**src/rtl/float_to_fixed_stage.sv**
```systemverilog
// IEEE-754 single to signed fixed point with iterative,
// one-bit-per-cycle alignment on a start/done handshake.
module float_to_fixed_stage #(
  parameter int OUT_W     = 32,
  parameter int FRAC_BITS = 22
) (
  input  logic             clk,
  input  logic             reset,
  input  logic             clk_en,
  input  logic             start,
  input  logic [31:0]      dataa,
  output logic [OUT_W-1:0] result,
  output logic             done,
  output logic             busy,
  output logic             sat
);
  typedef enum logic [1:0] {
    IDLE, CLASSIFY, SHIFT, FINISH
  } state_t;

  localparam logic signed [10:0] D_OFF =
    11'(FRAC_BITS - 150);
  localparam logic [10:0] SAT_E =
    11'(127 + OUT_W - 1 - FRAC_BITS);
  localparam logic [OUT_W-1:0] POS_MAX =
    {1'b0, {(OUT_W-1){1'b1}}};
  localparam logic [OUT_W-1:0] NEG_MAX =
    {1'b1, {(OUT_W-1){1'b0}}};

  state_t state, nxt;
  logic s, left, satf;
  logic [7:0] e;
  logic [7:0] cnt;
  logic [OUT_W-1:0] mag;
  logic signed [10:0] d;
  logic [7:0] n_abs;
  logic is_inf, is_big, is_zero, special;

  // d is the left-shift distance that places the binary point
  assign d = $signed({3'b000, e}) + D_OFF;
  assign n_abs = d[10] ? 8'(-d) : 8'(d);
  assign is_inf = (e == 8'hFF);
  assign is_big = ({3'b000, e} >= SAT_E);
  assign is_zero = (e == 8'h00) || (d < -11'sd24);
  assign special = is_inf | is_big | is_zero;

  always_comb begin
    nxt = state;
    case (state)
      IDLE: if (start) nxt = CLASSIFY;
      CLASSIFY:
        if (special || d == 11'sd0) nxt = FINISH;
        else nxt = SHIFT;
      SHIFT: if (cnt == 8'd1) nxt = FINISH;
      FINISH: nxt = IDLE;
      default: nxt = IDLE;
    endcase
  end

  always_ff @(posedge clk) begin
    if (!reset) begin
      state  <= IDLE;
      result <= '0;
      done   <= 1'b0;
      busy   <= 1'b0;
      sat    <= 1'b0;
      s      <= 1'b0;
      left   <= 1'b0;
      satf   <= 1'b0;
      e      <= '0;
      cnt    <= '0;
      mag    <= '0;
    end else if (clk_en) begin
      state <= nxt;
      done  <= 1'b0;
      case (state)
        IDLE:
          if (start) begin
            s    <= dataa[31];
            e    <= dataa[30:23];
            mag  <= {{(OUT_W-24){1'b0}},
                     |dataa[30:23], dataa[22:0]};
            satf <= 1'b0;
            busy <= 1'b1;
          end
        CLASSIFY:
          if (is_inf) begin
            satf <= 1'b1;
            // NaN saturates positive regardless of sign
            if (|mag[22:0]) s <= 1'b0;
          end else if (is_big) begin
            satf <= 1'b1;
          end else if (is_zero) begin
            mag <= '0;
          end else begin
            cnt  <= n_abs;
            left <= !d[10];
          end
        SHIFT: begin
          mag <= left ? (mag << 1) : (mag >> 1);
          cnt <= cnt - 8'd1;
        end
        FINISH: begin
          if (satf) result <= s ? NEG_MAX : POS_MAX;
          else result <= s ? -mag : mag;
          sat  <= satf;
          done <= 1'b1;
          busy <= 1'b0;
        end
        default: ;
      endcase
    end
  end
endmodule

```
**config.mk**
```make
export PLATFORM = sky130hd
export DESIGN_NAME = float_to_fixed_stage
export DESIGN_NICKNAME = d
export VERILOG_FILES = /design/src/rtl/float_to_fixed_stage.sv
export SDC_FILE = /design/constraint.sdc
export NUM_CORES = 1
export LEC_CHECK = 0
export CAP_MARGIN = 25
export CORE_UTILIZATION = 60
export CTS_CLUSTER_DIAMETER = 120
export DETAILED_ROUTE_END_ITERATION = 10
export PLACE_DENSITY = 0.92
export SETUP_SLACK_MARGIN = 0.3
export SLEW_MARGIN = 20
export SYNTH_ARGS = -nofsm -noshare
export SYNTH_HDL_FRONTEND = slang
export SYNTH_SLANG_ARGS = --single-unit
```
**constraint.sdc**
```tcl
create_clock -name clk -period 4.75 [get_ports clk]
set_clock_uncertainty 0.15 [all_clocks]
set_input_delay 0.7125 -clock clk [delete_from_list [all_inputs] [get_ports clk]]
set_output_delay 0.7125 -clock clk [all_outputs]
set_load 0.03 [all_outputs]
```
[Yosys cells after proc, flatten, opt, wreduce, memory -nomap -nowiden]
Cells that the tools add are included.
Word-level totals
  bits in registers: 88
  output and inout port bits: 35
  logic and storage cells: 86
  input port bits: 36
Cells by class
  equality and inequality tests: 14
  add/sub/neg operators: 4
  bitwise gates (word level): 5
  muxes and demuxes: 29
  magnitude comparators: 2
  reductions and logical operators: 21
Operator list (number)
  $mux 32: 8
  $pmux 32 s3: 1
  $mux 8: 4
  $neg 32->32: 1
  $reduce_or 23->1: 1
  $ne 2x2->1 const B: 8
  $pmux 8 s2: 1
  $reduce_and 5->1: 3
  $logic_not 11->1: 1
  $add 9x8->10 const B: 1
  $lt 10x6->1 const B: 1
  $mux 1: 9
  $reduce_and 3->1: 3
  $eq 8x1->1 const B: 1
  $eq 8x8->1 const B: 1
  $ge 8x8->1 const B: 1
  $logic_not 8->1: 1
  $neg 8->8: 1
  $pmux 2 s4: 1
  $reduce_or 8->1: 1
  $sub 8x1->8 const B: 1
  $pmux 1 s2: 3
  $reduce_and 6->1: 1
  $reduce_bool 2->1: 3
  other kinds (12): 18

[Longest topological paths before layout]
  word-level depth: 7
  depth in mapped cells: 8

[Worst setup path after synthesis]
No wires, ideal clock.
  kind: in2reg
  from: input clk_en
  to: register result[20]
  stages on the path: 6
  data required time: 4.524 ns
  setup slack: 2.615 ns
  path buffers: 3
  arrival time: 1.909 ns
  cell sequence: clkbuf_1 and2_0 clkbuf_1 nand2_1 clkbuf_1 o22ai_1
On the way
  cells in the longest elaborated chain, start to end: 1
RTL lines
  start: declaration: line 9  | input logic clk_en,
  $reduce_and 2->1 (no source line)
  end signal: assignment: line 104  | if (satf) result <= s ? NEG_MAX : POS_MAX;
  end signal: assignment: line 105  | else result <= s ? -mag : mag;
  end: declaration: line 12  | output logic [OUT_W-1:0] result,
Every way passes these cells.
A chain may end at the register's enable or synchronous reset.

[Final worst setup path]
  from: register mag[2]
  to: register result[21]
On the way
  cells in the longest elaborated chain, start to end: 3
RTL lines
  start: declaration: line 34  | logic [OUT_W-1:0] mag;
  start signal: assignment: line 81  | mag <= {{(OUT_W-24){1'b0}},
  start signal: assignment: line 100  | mag <= left ? (mag << 1) : (mag >> 1);
  $neg 32->32: line 105
  $mux 32: line 105
  $mux 32: line 104
Every way passes these cells.

==> out/results.tsv <==
stage	metric	value	unit
global_routing	number of global-route vias before repair	4888	
global_routing	met2 track utilization from global routing	54.3	%
final_layout	share of final-layout standard cells stronger than drive strength 1	5.83	%
pwr	worst vdd rail ir drop	186	uV
final_layout	Storage cell area	1760	um^2
global_routing	first-pass GRT wire length	23500	um
pwr	internal power of the cells	1160	uW
place	Worst Setup Slack post-DPL	1.53	ns
pwr	clock share of power	30.0	%
drt	Routed WL per cell	17.6	um
synthesis	area share of and/or/nand/nor cells after synthesis	23.1	%
timing	fin crit share	61.5	%
synthesis	Netlist Area Pre-Place	5200	um^2
floorplan	Initial Util	62.7	%
synthesis	post-synthesis mux area share	7.48	%
final_layout	most frequent standard cell in the layout excluding fill and tap cells	sky130_fd_sc_hd__dfxtp_1	
clock_network	count of hold buffers inserted by post-cts repair	0	
synthesis	share of the synthesized area in compound gates (AO/OA/AOI/OAI)	23.1	%
timing	Hold Fails Final Rpt	0	
timing	min Tclk post-route	2.92	ns
final_layout	non-filler cells, final	825	
pwr	Sw Ratio	31.9	%
global_routing	total track usage	32.9	%
timing	Setup TNS	0	ns
final_layout	fill cell total of the finished layout	603	
synthesis	Synth Net Count	734	
synthesis	post-synthesis share of cell area spent on xor and xnor gates	2.69	%
synthesis	dominant combinational cell family by area after synthesis	compound AO/OA/AOI/OAI gates	
floorplan	die height	95.1	um
pwr	switching component of the power	544	uW
floorplan	FP Rows	33	
place	post-detail-place hpwl	9810	um
setup_path	delay of the slowest cell on the worst path	0.68	ns
setup_path	slowest stage cell on the critical path	sky130_fd_sc_hd__o41ai_1	
synthesis	adder-cell area share of the yosys netlist	2.16	%
synthesis	yosys synthesis warning count	0	
pwr	static leakage	0.00219	uW
clock_network	Max Buffers Root-to-Sink	2	
timing	transition time at the pin with the least slew margin	0.954	ns
timing	Final Setup Violations	0	
drt	Iter 0 DRT Violations	539	
hold_path	class of the tightest hold or removal check	reg2reg	
synthesis	number of enable flip-flop cells after synthesis	0	
timing	pins over their slew limit	0	
global_routing	GRT met1 Usage	43.6	%
global_routing	Overflow after GRT	0	
place	RD Place Congestion	0.929	
pwr	Power, Total	1700	uW
status	status	finished clean	
setup_path	crit path DAT	3.00	ns
clock_network	clock sink count	88	
drt	number of iterations in the first detailed-routing pass	6	
timing	Fmax	343	MHz
pwr	share of total power in combinational logic	21.6	%
synthesis	FF+latch count, synth	88	
drt	routed wire length	14600	um
timing	Final WS setup	1.83	ns
clock_network	clock-pin slew on the worst setup and hold paths	0.09	ns
synthesis	Main synth FF type	sky130_fd_sc_hd__dfxtp_1	
drt	DRC errors left	0	
timing	Hold WS	0.314	ns
global_routing	number of antenna violations at the first check in global routing	0	
flow_run	number of max-cap violations	0	
setup_path	Critical Path RT	4.83	ns
setup_path	list of cells traversed by the critical path	nor4_4 -> nand4b_1 -> o41ai_1 -> xor2_1 -> o22ai_1	
setup_path	Critical Path Sink Type	flip-flop	
place	Cells after DPL	810	
final_layout	Post-layout nets	761	
synthesis	Async S/R FF share, synth	0	%
clock_network	H-tree depth	3	
clock_network	clock insertion delay at the later pin of the skew report	0.36	ns
final_layout	number of antenna diodes	0	
pwr	sequential power share	48.4	%
drt	mean number of vias per cell	6.46	
floorplan	number of I/O pins	71	
floorplan	DIE AREA	9050	um^2
clock_network	# resized after CTS	0	
setup_path	maximum fanout along the worst path	13	
clock_network	number of buffers inserted by post-CTS setup repair	0	
setup_path	kind of cell with the highest combined delay on the critical path	simple AND/OR/NAND/NOR gates	
global_routing	global-route track usage on met3	4.78	%
clock_network	root buffer cell	sky130_fd_sc_hd__clkbuf_8	
synthesis	Post-Syn Area per Cell	7.55	um^2
drt	post-detailed-route count of antenna-violating nets	0	
timing	slew margin rel.	36.2	%
setup_path	crit path buf inv count	0	
drt	Vias	5330	
synthesis	unique cell type count in the Yosys netlist	59	
synthesis	count of mapped cells out of synthesis	689	
final_layout	most frequent cells in the layout	88 x sky130_fd_sc_hd__dfxtp_1, 79 x sky130_fd_sc_hd__nor2_1, 70 x sky130_fd_sc_hd__clkdlybuf4s50_1	
clock_network	Inserted Clock Buffers	9	
global_routing	maximum number of pins on one net before global-route repair	54	
final_layout	area delta synth->final	16.0	%
floorplan	die boundary width	95.1	um
timing	unrepaired setup endpoints after global routing	no	
setup_path	startpoint kind of the worst setup timing path	flip-flop	
pwr	power density of the placed cells	282	nW/um^2
synthesis	proportion of synthesized chip area in sequential cells	33.8	%
clock_network	CTS tree	yes	
place	count of input and output buffers	70	
floorplan	placeable core region	8300	um^2
setup_path	Crit Path Category	reg2reg	
global_routing	Most Used Layer, Global Route	met2	
final_layout	area of the multi-input gates	3050	um^2
==> Yosys cell counts, types with 6 or more instances <==
library cell / count / area, um^2
sky130_fd_sc_hd__or3_1: 8 / 50.1
sky130_fd_sc_hd__o31ai_1: 9 / 67.6
sky130_fd_sc_hd__nand3_1: 17 / 85.1
sky130_fd_sc_hd__dfxtp_1: 88 / 1760
sky130_fd_sc_hd__o21ai_0: 42 / 210
sky130_fd_sc_hd__nor3_1: 31 / 155
sky130_fd_sc_hd__mux2i_1: 31 / 310
sky130_fd_sc_hd__inv_1: 38 / 143
sky130_fd_sc_hd__nand2_1: 60 / 225
sky130_fd_sc_hd__xor2_1: 13 / 114
sky130_fd_sc_hd__nor2_1: 79 / 297
sky130_fd_sc_hd__a211o_1: 6 / 52.6
sky130_fd_sc_hd__mux2_2: 7 / 78.8
sky130_fd_sc_hd__a21oi_1: 61 / 305
sky130_fd_sc_hd__clkbuf_1: 54 / 203
sky130_fd_sc_hd__ha_1: 9 / 113
sky130_fd_sc_hd__nand2b_1: 8 / 50.1
sky130_fd_sc_hd__o22ai_1: 33 / 206
==> tightest hold or removal path, delay by kind of cell, from the launching register on <==
family / cells / cell delay (ns)
AO/OA/AOI/OAI: 1 / 0.05
flip-flops: 1 / 0.32
AND/OR/NAND/NOR: 1 / 0.05
==> cells by family after synthesis <==
group	Yosys count
AOI/OAI and AO/OA	193
muxes	38
adders and majority gates	9
buffers and inverters	102
DFF	88
and+or+nand+nor	243
xor gates and xnor gates	16
==> power groups by stage <==
| stage | Sequential [uW] | Clock [uW] | Combinational (uW) |
|---|---|---|---|
| after global routing | 829 | 543 | 399 |
| after CTS | 822 | 512 | 359 |
| after global placement | 835 | 0 | 341 |
| after floorplan | 808 | 0 | 280 |
| final | 825 | 511 | 367 |
| after detailed placement | 839 | 0 | 357 |
==> metal layers <==
layer | vias up | wire length [um]
met5 | - | 0
met4 | 0 | 336
met3 | 45 | 1400
met2 | 329 | 6860
met1 | 2454 | 5960
li1 | 2502 | -
==> per-stage QoR <==
step	util (%)	cell area, um^2
final	72.8	6040
after global routing	72.8	6040
after CTS	72.8	6040
after detailed placement	70.6	5860
after global placement	70.6	5860
after floorplan	-	5200
==> area by class of cell <==
| cell class | instances | share of cell area [%] |
|---|---|---|
| Clock buffer | 12 | 2.24 |
| Clock inverter | 3 | 0.725 |
| Inverter | 38 | 2.36 |
| Multi-Input combinational cell | 499 | 50.5 |
| Sequential cell | 88 | 29.2 |
| Tap cell | 105 | 2.18 |
| Timing Repair Buffer | 80 | 12.8 |
==> final timing paths <==
kind	slack, ns	to	start	cells after the start
worst max-delay path	1.83	result[21]	mag[2]	5
worst max register to register	1.83	result[21]	mag[2]	5
worst min-delay path	0.31	result[5]	result[5]	2
worst min register to register	0.31	result[5]	result[5]	2
==> state kept, by name, summed over array words and instances, names as in the netlist <==
name / flops
s: 1
left: 1
mag: 32
cnt: 8
e: 8
done: 1
satf: 1
state: 2
busy: 1
sat: 1
result: 32
Power figures use the tool's default switching activity.
